$ cat src/rtl/tc_9_residue_encoder_pkg.sv
// ============================================================================
// Module : tc9_defs (package)
// Brief  : Shared constants, FSM encoding and binary-to-thermometer helper
//          for the mod-9 RNS channel.
// Rev    : 1.0  initial release
// ============================================================================
`default_nettype none

package tc9_defs;

  localparam int TC9_MOD = 9;
  localparam int TC9_W   = 8;
  localparam int RES_W   = 4;

  typedef enum logic [1:0] {
    IDLE = 2'd0,
    RUN  = 2'd1,
    DONE = 2'd2
  } tc9_state_t;

  // Thermometer bit k is set iff k <= r, so r=0 gives all zeros and r=8 all ones.
  function automatic logic [TC9_W:1] bin_to_tc(input logic [RES_W-1:0] r);
    logic [TC9_W:1] tc;
    tc = '0;
    for (int k = 1; k <= TC9_W; k++) begin
      tc[k] = (r >= RES_W'(k));
    end
    return tc;
  endfunction

endpackage

`default_nettype wire

$ cat src/rtl/tc_9_bin_to_tc.sv
// ============================================================================
// Module : tc_9_bin_to_tc
// Brief  : Combinational 4-bit residue to [8:1] thermometer-code converter.
// Rev    : 1.0  initial release
// ============================================================================
`default_nettype none

module tc_9_bin_to_tc
  import tc9_defs::*;
(
  input  logic [RES_W-1:0] r,
  output logic [TC9_W:1]   tc
);

  for (genvar k = 1; k <= TC9_W; k++) begin : g_tc
    assign tc[k] = (r >= RES_W'(k));
  end

endmodule

`default_nettype wire

$ cat src/rtl/tc_9_residue_encoder.sv
// ============================================================================
// Module : tc_9_residue_encoder
// Brief  : Serial MSB-first binary to mod-9 residue converter with TC-9 and
//          binary residue outputs and a valid/ready handshake on both sides.
// Rev    : 1.0  initial release
// ============================================================================
`default_nettype none

module tc_9_residue_encoder
  import tc9_defs::*;
#(
  parameter int DATA_W = 16
) (
  input  logic              clk,
  input  logic              rst_n,
  input  logic              in_valid,
  output logic              in_ready,
  input  logic [DATA_W-1:0] in_data,
  output logic              out_valid,
  input  logic              out_ready,
  output logic [TC9_W:1]    res_tc,
  output logic [RES_W-1:0]  res_bin
);

  localparam int CNT_W = $clog2(DATA_W + 1);

  tc9_state_t          r_state;
  logic [DATA_W-1:0]   r_shreg;
  logic [RES_W-1:0]    r_res;
  logic [CNT_W-1:0]    r_cnt;
  logic                r_in_ready;
  logic                r_out_valid;
  logic [TC9_W:1]      r_res_tc;
  logic [RES_W-1:0]    r_res_bin;

  logic [4:0]          w_t;
  logic [4:0]          w_t_sub;
  logic [RES_W-1:0]    w_r_next;
  logic [TC9_W:1]      w_tc_next;
  logic                w_last;

  // t = 2r + b never exceeds 17, so a single conditional subtract keeps r in 0..8.
  assign w_t      = {r_res, 1'b0} + {4'd0, r_shreg[DATA_W-1]};
  assign w_t_sub  = w_t - 5'(TC9_MOD);
  assign w_r_next = (w_t >= 5'(TC9_MOD)) ? w_t_sub[RES_W-1:0] : w_t[RES_W-1:0];
  assign w_last   = (r_cnt == CNT_W'(DATA_W - 1));

  tc_9_bin_to_tc u_bin_to_tc (
    .r  (w_r_next),
    .tc (w_tc_next)
  );

  always_ff @(posedge clk) begin
    if (!rst_n) begin
      r_state     <= IDLE;
      r_shreg     <= '0;
      r_res       <= '0;
      r_cnt       <= '0;
      r_in_ready  <= 1'b0;
      r_out_valid <= 1'b0;
      r_res_tc    <= '0;
      r_res_bin   <= '0;
    end else begin
      case (r_state)
        IDLE: begin
          r_in_ready <= 1'b1;
          if (in_valid && r_in_ready) begin
            r_state    <= RUN;
            r_in_ready <= 1'b0;
            r_shreg    <= in_data;
            r_res      <= '0;
            r_cnt      <= '0;
          end
        end
        RUN: begin
          r_res   <= w_r_next;
          r_shreg <= r_shreg << 1;
          r_cnt   <= r_cnt + 1'b1;
          if (w_last) begin
            r_state     <= DONE;
            r_out_valid <= 1'b1;
            r_res_tc    <= w_tc_next;
            r_res_bin   <= w_r_next;
          end
        end
        DONE: begin
          // Result registers stay untouched here so backpressure holds them stable.
          if (out_ready) begin
            r_state     <= IDLE;
            r_out_valid <= 1'b0;
            r_in_ready  <= 1'b1;
          end
        end
        default: begin
          r_state     <= IDLE;
          r_in_ready  <= 1'b0;
          r_out_valid <= 1'b0;
        end
      endcase
    end
  end

  assign in_ready  = r_in_ready;
  assign out_valid = r_out_valid;
  assign res_tc    = r_res_tc;
  assign res_bin   = r_res_bin;

endmodule

`default_nettype wire

$ cat config.mk
export PLATFORM = sky130hd
export DESIGN_NAME = tc_9_residue_encoder
export DESIGN_NICKNAME = d
export VERILOG_FILES = /design/src/rtl/tc_9_residue_encoder_pkg.sv /design/src/rtl/tc_9_bin_to_tc.sv /design/src/rtl/tc_9_residue_encoder.sv
export SDC_FILE = /design/constraint.sdc
export NUM_CORES = 1
export LEC_CHECK = 0
export BUFFER_PORTS_ARGS = -buffer_cell sky130_fd_sc_hd__clkbuf_2
export CORE_MARGIN = 2
export CORE_UTILIZATION = 45
export CTS_CLUSTER_SIZE = 24
export DETAILED_ROUTE_END_ITERATION = 16
export GPL_ROUTABILITY_DRIVEN = 0
export PLACE_DENSITY = 0.66
export SLEW_MARGIN = 10
export SYNTH_ARGS = -nofsm -noshare
export SYNTH_HDL_FRONTEND = slang
export SYNTH_HIERARCHICAL = 1
export SYNTH_SLANG_ARGS = --single-unit
export TNS_END_PERCENT = 50
$ cat constraint.sdc
create_clock -name clk -period 3.95 [get_ports clk]
set_clock_uncertainty 0.05 [all_clocks]
set_input_delay 0.395 -clock clk [delete_from_list [all_inputs] [get_ports clk]]
set_output_delay 0.395 -clock clk [all_outputs]
set_load 0.01 [all_outputs]
# After elaboration in Yosys (flattened, before gate mapping)
# Cells that the tools add are included.
# totals
register_bits	41
input_bits	20
out_inout_bits	14
elab_cells	53
# classes
n_addsub	3
n_lt_le_gt_ge	9
eq_ne	6
muxes	17
n_bitwise	2
n_reduce_logical	8
# ops
cell	n
$pmux 16 s2	1
$ge 4x3->1 const B	4
$mux 16	1
$pmux 5 s2	1
$ge 4x2->1 const B	2
$mux 4	2
$pmux 4 s2	1
$mux 2	3
$ne 2x2->1 const B	3
$pmux 1 s3	2
$pmux 2 s3	1
$reduce_and 2->1	3
$reduce_and 3->1	2
$add 5x1->5	1
$add 5x1->5 const B	1
$eq 5x4->1 const B	1
$ge 5x4->1 const B	1
$mux 5	1
$ge 4x1->1 const B	1
$ge 4x4->1 const B	1
$mux 1	4
$sub 4x4->4 const B	1
$eq 2x1->1 const B	1
$eq 2x2->1 const B	1
other kinds (4)	5

# Logic depth before layout (Yosys ltp)
# logic_depth
word_depth	4
depth_mapped	9
ltp_nobuf	9

# Cells and area by module
# Netlist, hierarchy kept.
# by_module_without_submodules
module	instances	cells_each	area_each_um2	seq_area_each_um2
tc_9_residue_encoder	1	248	2045.7	820.8
tc_9_bin_to_tc	1	9	63.8	0.0

# Least setup slack after synthesis
# Ideal clock, no wire load.
# synth_timing
path_type	register to register
startpoint	register r_res[0]
endpoint	register r_res_tc (netlist bit res_tc[2])
setup_ps	132
arrival_ps	1902
required_ps	3768
slack_ps	1866
stages_incl_launch_ff	9
path_buffers	0
period_less_slack_ps	2084
cell_sequence	dfxtp_1 -> inv_1 -> ha_1 -> or4_1 -> o211ai_2 -> inv_1 -> or3_2 -> nand2_1 -> a21oi_1
# synth_between
elab_chain_len	4
word_cells_on_any_way	5
classes_between	add/sub: 2; order compare: 2; mux: 1
# synth_lines
element	line	source
start, declared	tc_9_residue_encoder.sv:29	logic [RES_W-1:0] r_res;
start signal, assigned	tc_9_residue_encoder.sv:76	r_res <= w_r_next;
$add 5x1->5 *	tc_9_residue_encoder.sv:43	assign w_t = {r_res, 1'b0} + {4'd0, r_shreg[DATA_W-1]};
$sub 4x4->4 or $ge 5x4->1 (tied branches)	tc_9_residue_encoder.sv:44, tc_9_residue_encoder.sv:45	
$mux 4 *	tc_9_residue_encoder.sv:45	assign w_r_next = (w_t >= 5'(TC9_MOD)) ? w_t_sub[RES_W-1:0] : w_t[RES_W-1:0];
net w_r_next[1]	tc_9_residue_encoder.sv:38	logic [RES_W-1:0] w_r_next;
$ge 4x2->1 *	tc_9_bin_to_tc.sv:16	assign tc[k] = (r >= RES_W'(k));
net w_tc_next (one bit)	tc_9_residue_encoder.sv:39	logic [TC9_W:1] w_tc_next;
end signal, assigned	tc_9_residue_encoder.sv:82	r_res_tc <= w_tc_next;
end, declared	tc_9_residue_encoder.sv:33	logic [TC9_W:1] r_res_tc;
# The timed path passes the listed nets; every way through them passes the cells marked *.
# A chain may end at the register's enable or synchronous reset.

# Final worst setup path
# Ends and elaborated chain as after synthesis.

==> run summary <==
====================================================================================
Antenna violations before repair ......................................            0
Peak fanout along the critical path ...................................            7
Instance area at placement ............................................ 0.00225 sq mm
Critical Path Start Type ..............................................         flop
Number of levels the H-tree was split into ............................            2
Number of enable flip-flop cells after synthesis ......................            0
Clk sinks .............................................................           41
Initial standard-cell utilization of the core .........................        0.475
Worst Tran Pin Value ..................................................      1.06 ns
Top FF cell, synth .................................................... sky130_fd_sc_hd__dfxtp_1
Logic depth of the worst register-to-register path ....................            8
Critical path, cell by cell ........................................... inv_1 > ha_1 > or4_1 > o211ai_2 > inv_1 > or3_2 > nand2_1 > a21oi_1
Height of the die ..................................................... 72.5 microns
Most common cell after layout, fill and taps aside .................... sky130_fd_sc_hd__dfxtp_1
Number of post-CTS setup repair buffers ...............................            0
Clk root buf .......................................................... sky130_fd_sc_hd__clkbuf_8
Tmin final ............................................................      2.25 ns
Capture endpoint of the worst hold path ...............................   r_state[1]
Dominant cell type by area after synthesis ............................ sky130_fd_sc_hd__dfxtp_1
Reported max-cap violation count ......................................            0
Min-Delay Startpoint ..................................................    out_ready
Port Buffer Count .....................................................           33
Post-route design area ................................................ 0.00235 sq mm
Inserted Clock Buffers ................................................            5
Max IR drop VDD .......................................................     0.217 mV
Worst flop-to-flop path startpoint ....................................     r_res[0]
Flop and latch count out of synthesis .................................           41
Number of buffers on the longest clock path ...........................            2
Maximum number of pins on one net before global-route repair ..........           35
CP Data Arrival Time ..................................................      2.33 ns
Result of the run ..................................................... finished, final reports clean
Setup repair after global routing missed its margin ...................           no
Final routed DRC violation total ......................................            0
Initial detailed-routing violation count ..............................           90
I/O Pins ..............................................................           34
Cell at the slowest stage of the critical path ........................ sky130_fd_sc_hd__or3_2
Reported leakage power ................................................     0.910 nW
Synthesized instance count ............................................          257
Crit path required time ...............................................      4.03 ns
Power density cells ...................................................  350 mW/mm^2
Antenna violation net count after detailed routing ....................            0
Via count of the routed design ........................................        1,879
Ys async rst share ....................................................            0
Share of cells above drive strength 1 .................................        0.217
Parity-gate share of the synthesized area counting xor and xnor cells .            0
CP Class ..............................................................      reg2reg
Synthesized-area fraction occupied by adder cells .....................       0.0237
Wire per inst ......................................................... 13.3 microns
Leading cell types in the layout, fill and taps excluded .............. 41 x sky130_fd_sc_hd__dfxtp_1, 36 x sky130_fd_sc_hd__nand2_1, 33 x sky130_fd_sc_hd__a21oi_1, 33 x sky130_fd_sc_hd__clkbuf_2, 26 x sky130_fd_sc_hd__o21ai_0
Hold/Removal Path Class ...............................................       in2reg
Count of non-filler cells in the finished layout ......................          328
Clock tree from TritonCTS .............................................         done
Hold depth ............................................................            3
Post-route fraction of the period consumed by the critical path .......        0.569
DIE WIDTH ............................................................. 72.5 microns
Minimum setup slack among reg-to-reg paths ............................      1.70 ns
Overall track demand over capacity in global routing ..................        0.183
Detailed-router iteration count before antenna repair .................            4
Die area .............................................................. 0.00525 sq mm
Layout filler cell count ..............................................          447
Count of endpoints failing hold in the final timing report ............            0
Final Max Slew Viols ..................................................            0
Via count of the first global-routing pass ............................        1,765
Largest stage delay on the critical path ..............................      0.48 ns
Compound-gate portion of the synthesized area .........................        0.285
CTS-repair resized insts ..............................................            0
Total core area ....................................................... 0.00444 sq mm
Layout Area Growth over Synthesis .....................................        11.3%
Final setup TNS .......................................................         0 ns
Highest clock rate ....................................................    0.445 GHz
Nets@finish ...........................................................          299
Synth top area cells .................................................. sky130_fd_sc_hd__dfxtp_1 39%, sky130_fd_sc_hd__a21oi_1 7.8%, sky130_fd_sc_hd__nand2_1 6.4%, sky130_fd_sc_hd__nand4b_1 6.2%, sky130_fd_sc_hd__o21ai_0 6.2%
CTS clock-pin slew for the worst setup and hold paths .................      0.08 ns
Setup crit end kind ...................................................         flop
Total congestion overflow .............................................            0
Rows ..................................................................           24
Max-slew headroom .....................................................        0.295
Vias per cell .........................................................         5.73
Area fraction of the dominant cell type after synthesis ...............        0.389
Simple-gate portion of the synthesized area ...........................        0.227
Routed WL .............................................................      4.37 mm
Worst reg2reg endpoint ................................................    res_tc[2]
Post-synthesis net count ..............................................          281
Cell type with the highest occurrence count on the critical path ...... sky130_fd_sc_hd__inv_1
Hold Buf Count CTS ....................................................            0
Multiplexer area fraction after synthesis .............................       0.0107
Global-route wire length before repair ................................      7.73 mm
Antenna cell count ....................................................            0
Combinational family with the most area after synthesis ............... compound AO/OA/AOI/OAI gates
Half-perimeter wire length after detailed placement ...................      2.81 mm
Endpoints failing setup ...............................................            0
Total placed cells including tap cells ................................          320
Mean Syn Cell Area ....................................................   8.21 sq um
Warning count from the yosys run ......................................            6
Library cells used by synthesis .......................................           47
Worst-skew pair later-pin latency .....................................      0.29 ns
Post-synthesis sequential area ratio ..................................        0.389
Cell Area, Synth ...................................................... 0.00211 sq mm
====================================================================================
layer usage:
| metal | track usage | up-vias | routed length (microns) |
|---|---|---|---|
| li1 | - | 955 | - |
| met5 | 0 | - | 0 |
| met4 | 0.0494 | 0 | 46 |
| met1 | 0.225 | 876 | 2030 |
| met3 | 0.0472 | 4 | 231 |
| met2 | 0.319 | 44 | 2060 |
stage by stage:
| stage | util | total power [mW] | worst slack, ns | hold WS, ns |
|---|---|---|---|---|
| global route | 0.528 | 0.863 | 1.49 | 0.365 |
| floorplan | - | 0.506 | 1.87 | 0.396 |
| detailed placement | 0.506 | 0.529 | 1.71 | 0.398 |
| global placement | 0.506 | 0.529 | 1.73 | 0.394 |
| CTS | 0.528 | 0.830 | 1.69 | 0.352 |
| finish | 0.528 | 0.823 | 1.70 | 0.359 |
cell usage after synthesis (all sizes together) (2+ instances only):
cell    instances
a21o           17
a21oi          33
a32o            2
buf            11
clkbuf         14
dfxtp          41
ha              4
inv             6
mux2            2
nand2          36
nand2b          5
nand3           2
nand3b          3
nand4b         15
nor2            2
nor2b           2
nor3            3
o21ai          27
o21ba           3
o21bai          2
o22ai           2
o311a           2
or2             2
or3             3
or3b            2
critical path: cells and delay by family, from the launching register on:
kind	cells	cell delay, ns
flip-flops	1	0.42
AND/OR/NAND/NOR	3	0.97
buffers and inverters	2	0.21
AO/OA/AOI/OAI	2	0.25
adder cells (fa/ha/maj)	1	0.20
cell type report:
cell class                      instances  area, sq um  area share
Clock inverter                          1         5.00     0.00213
Multi-Input combinational cell        185         1150       0.490
Inverter                                6         22.5     0.00959
Sequential cell                        41          821       0.349
Tap cell                               52         65.1      0.0277
Clock buffer                            7         96.3      0.0410
Timing Repair Buffer                   36          188      0.0799
registers in the layout, summed over array words and instances, names as in the netlist:
name	cells
r_shreg	16
r_state	2
in_ready	1
res_bin	4
res_tc	8
r_res	4
r_cnt	5
out_valid	1
worst max-delay path by stage:
stage	end	startpoint	slack, ns
finish	res_tc[2]	r_res[0]	1.70
global route	res_tc[2]	r_res[0]	1.49
CTS	res_tc[2]	r_res[0]	1.69
detailed placement	res_tc[2]	r_res[0]	1.71
global placement	res_tc[2]	r_res[0]	1.73
floorplan	res_tc[2]	r_res[0]	1.87
power breakdown:
group          switching, mW  internal (mW)
Clock                  0.145          0.158
Sequential            0.0144          0.425
Combinational         0.0435         0.0365
kinds of logic (layout without fill, tap and decap cells):
family	Yosys count	count (layout)
fa+ha+maj	4	4
compound gates	96	96
mux	2	2
buf+inv	31	50
flops	41	41
simple gates	83	83
No activity file was read; power rests on OpenSTA's default activity.
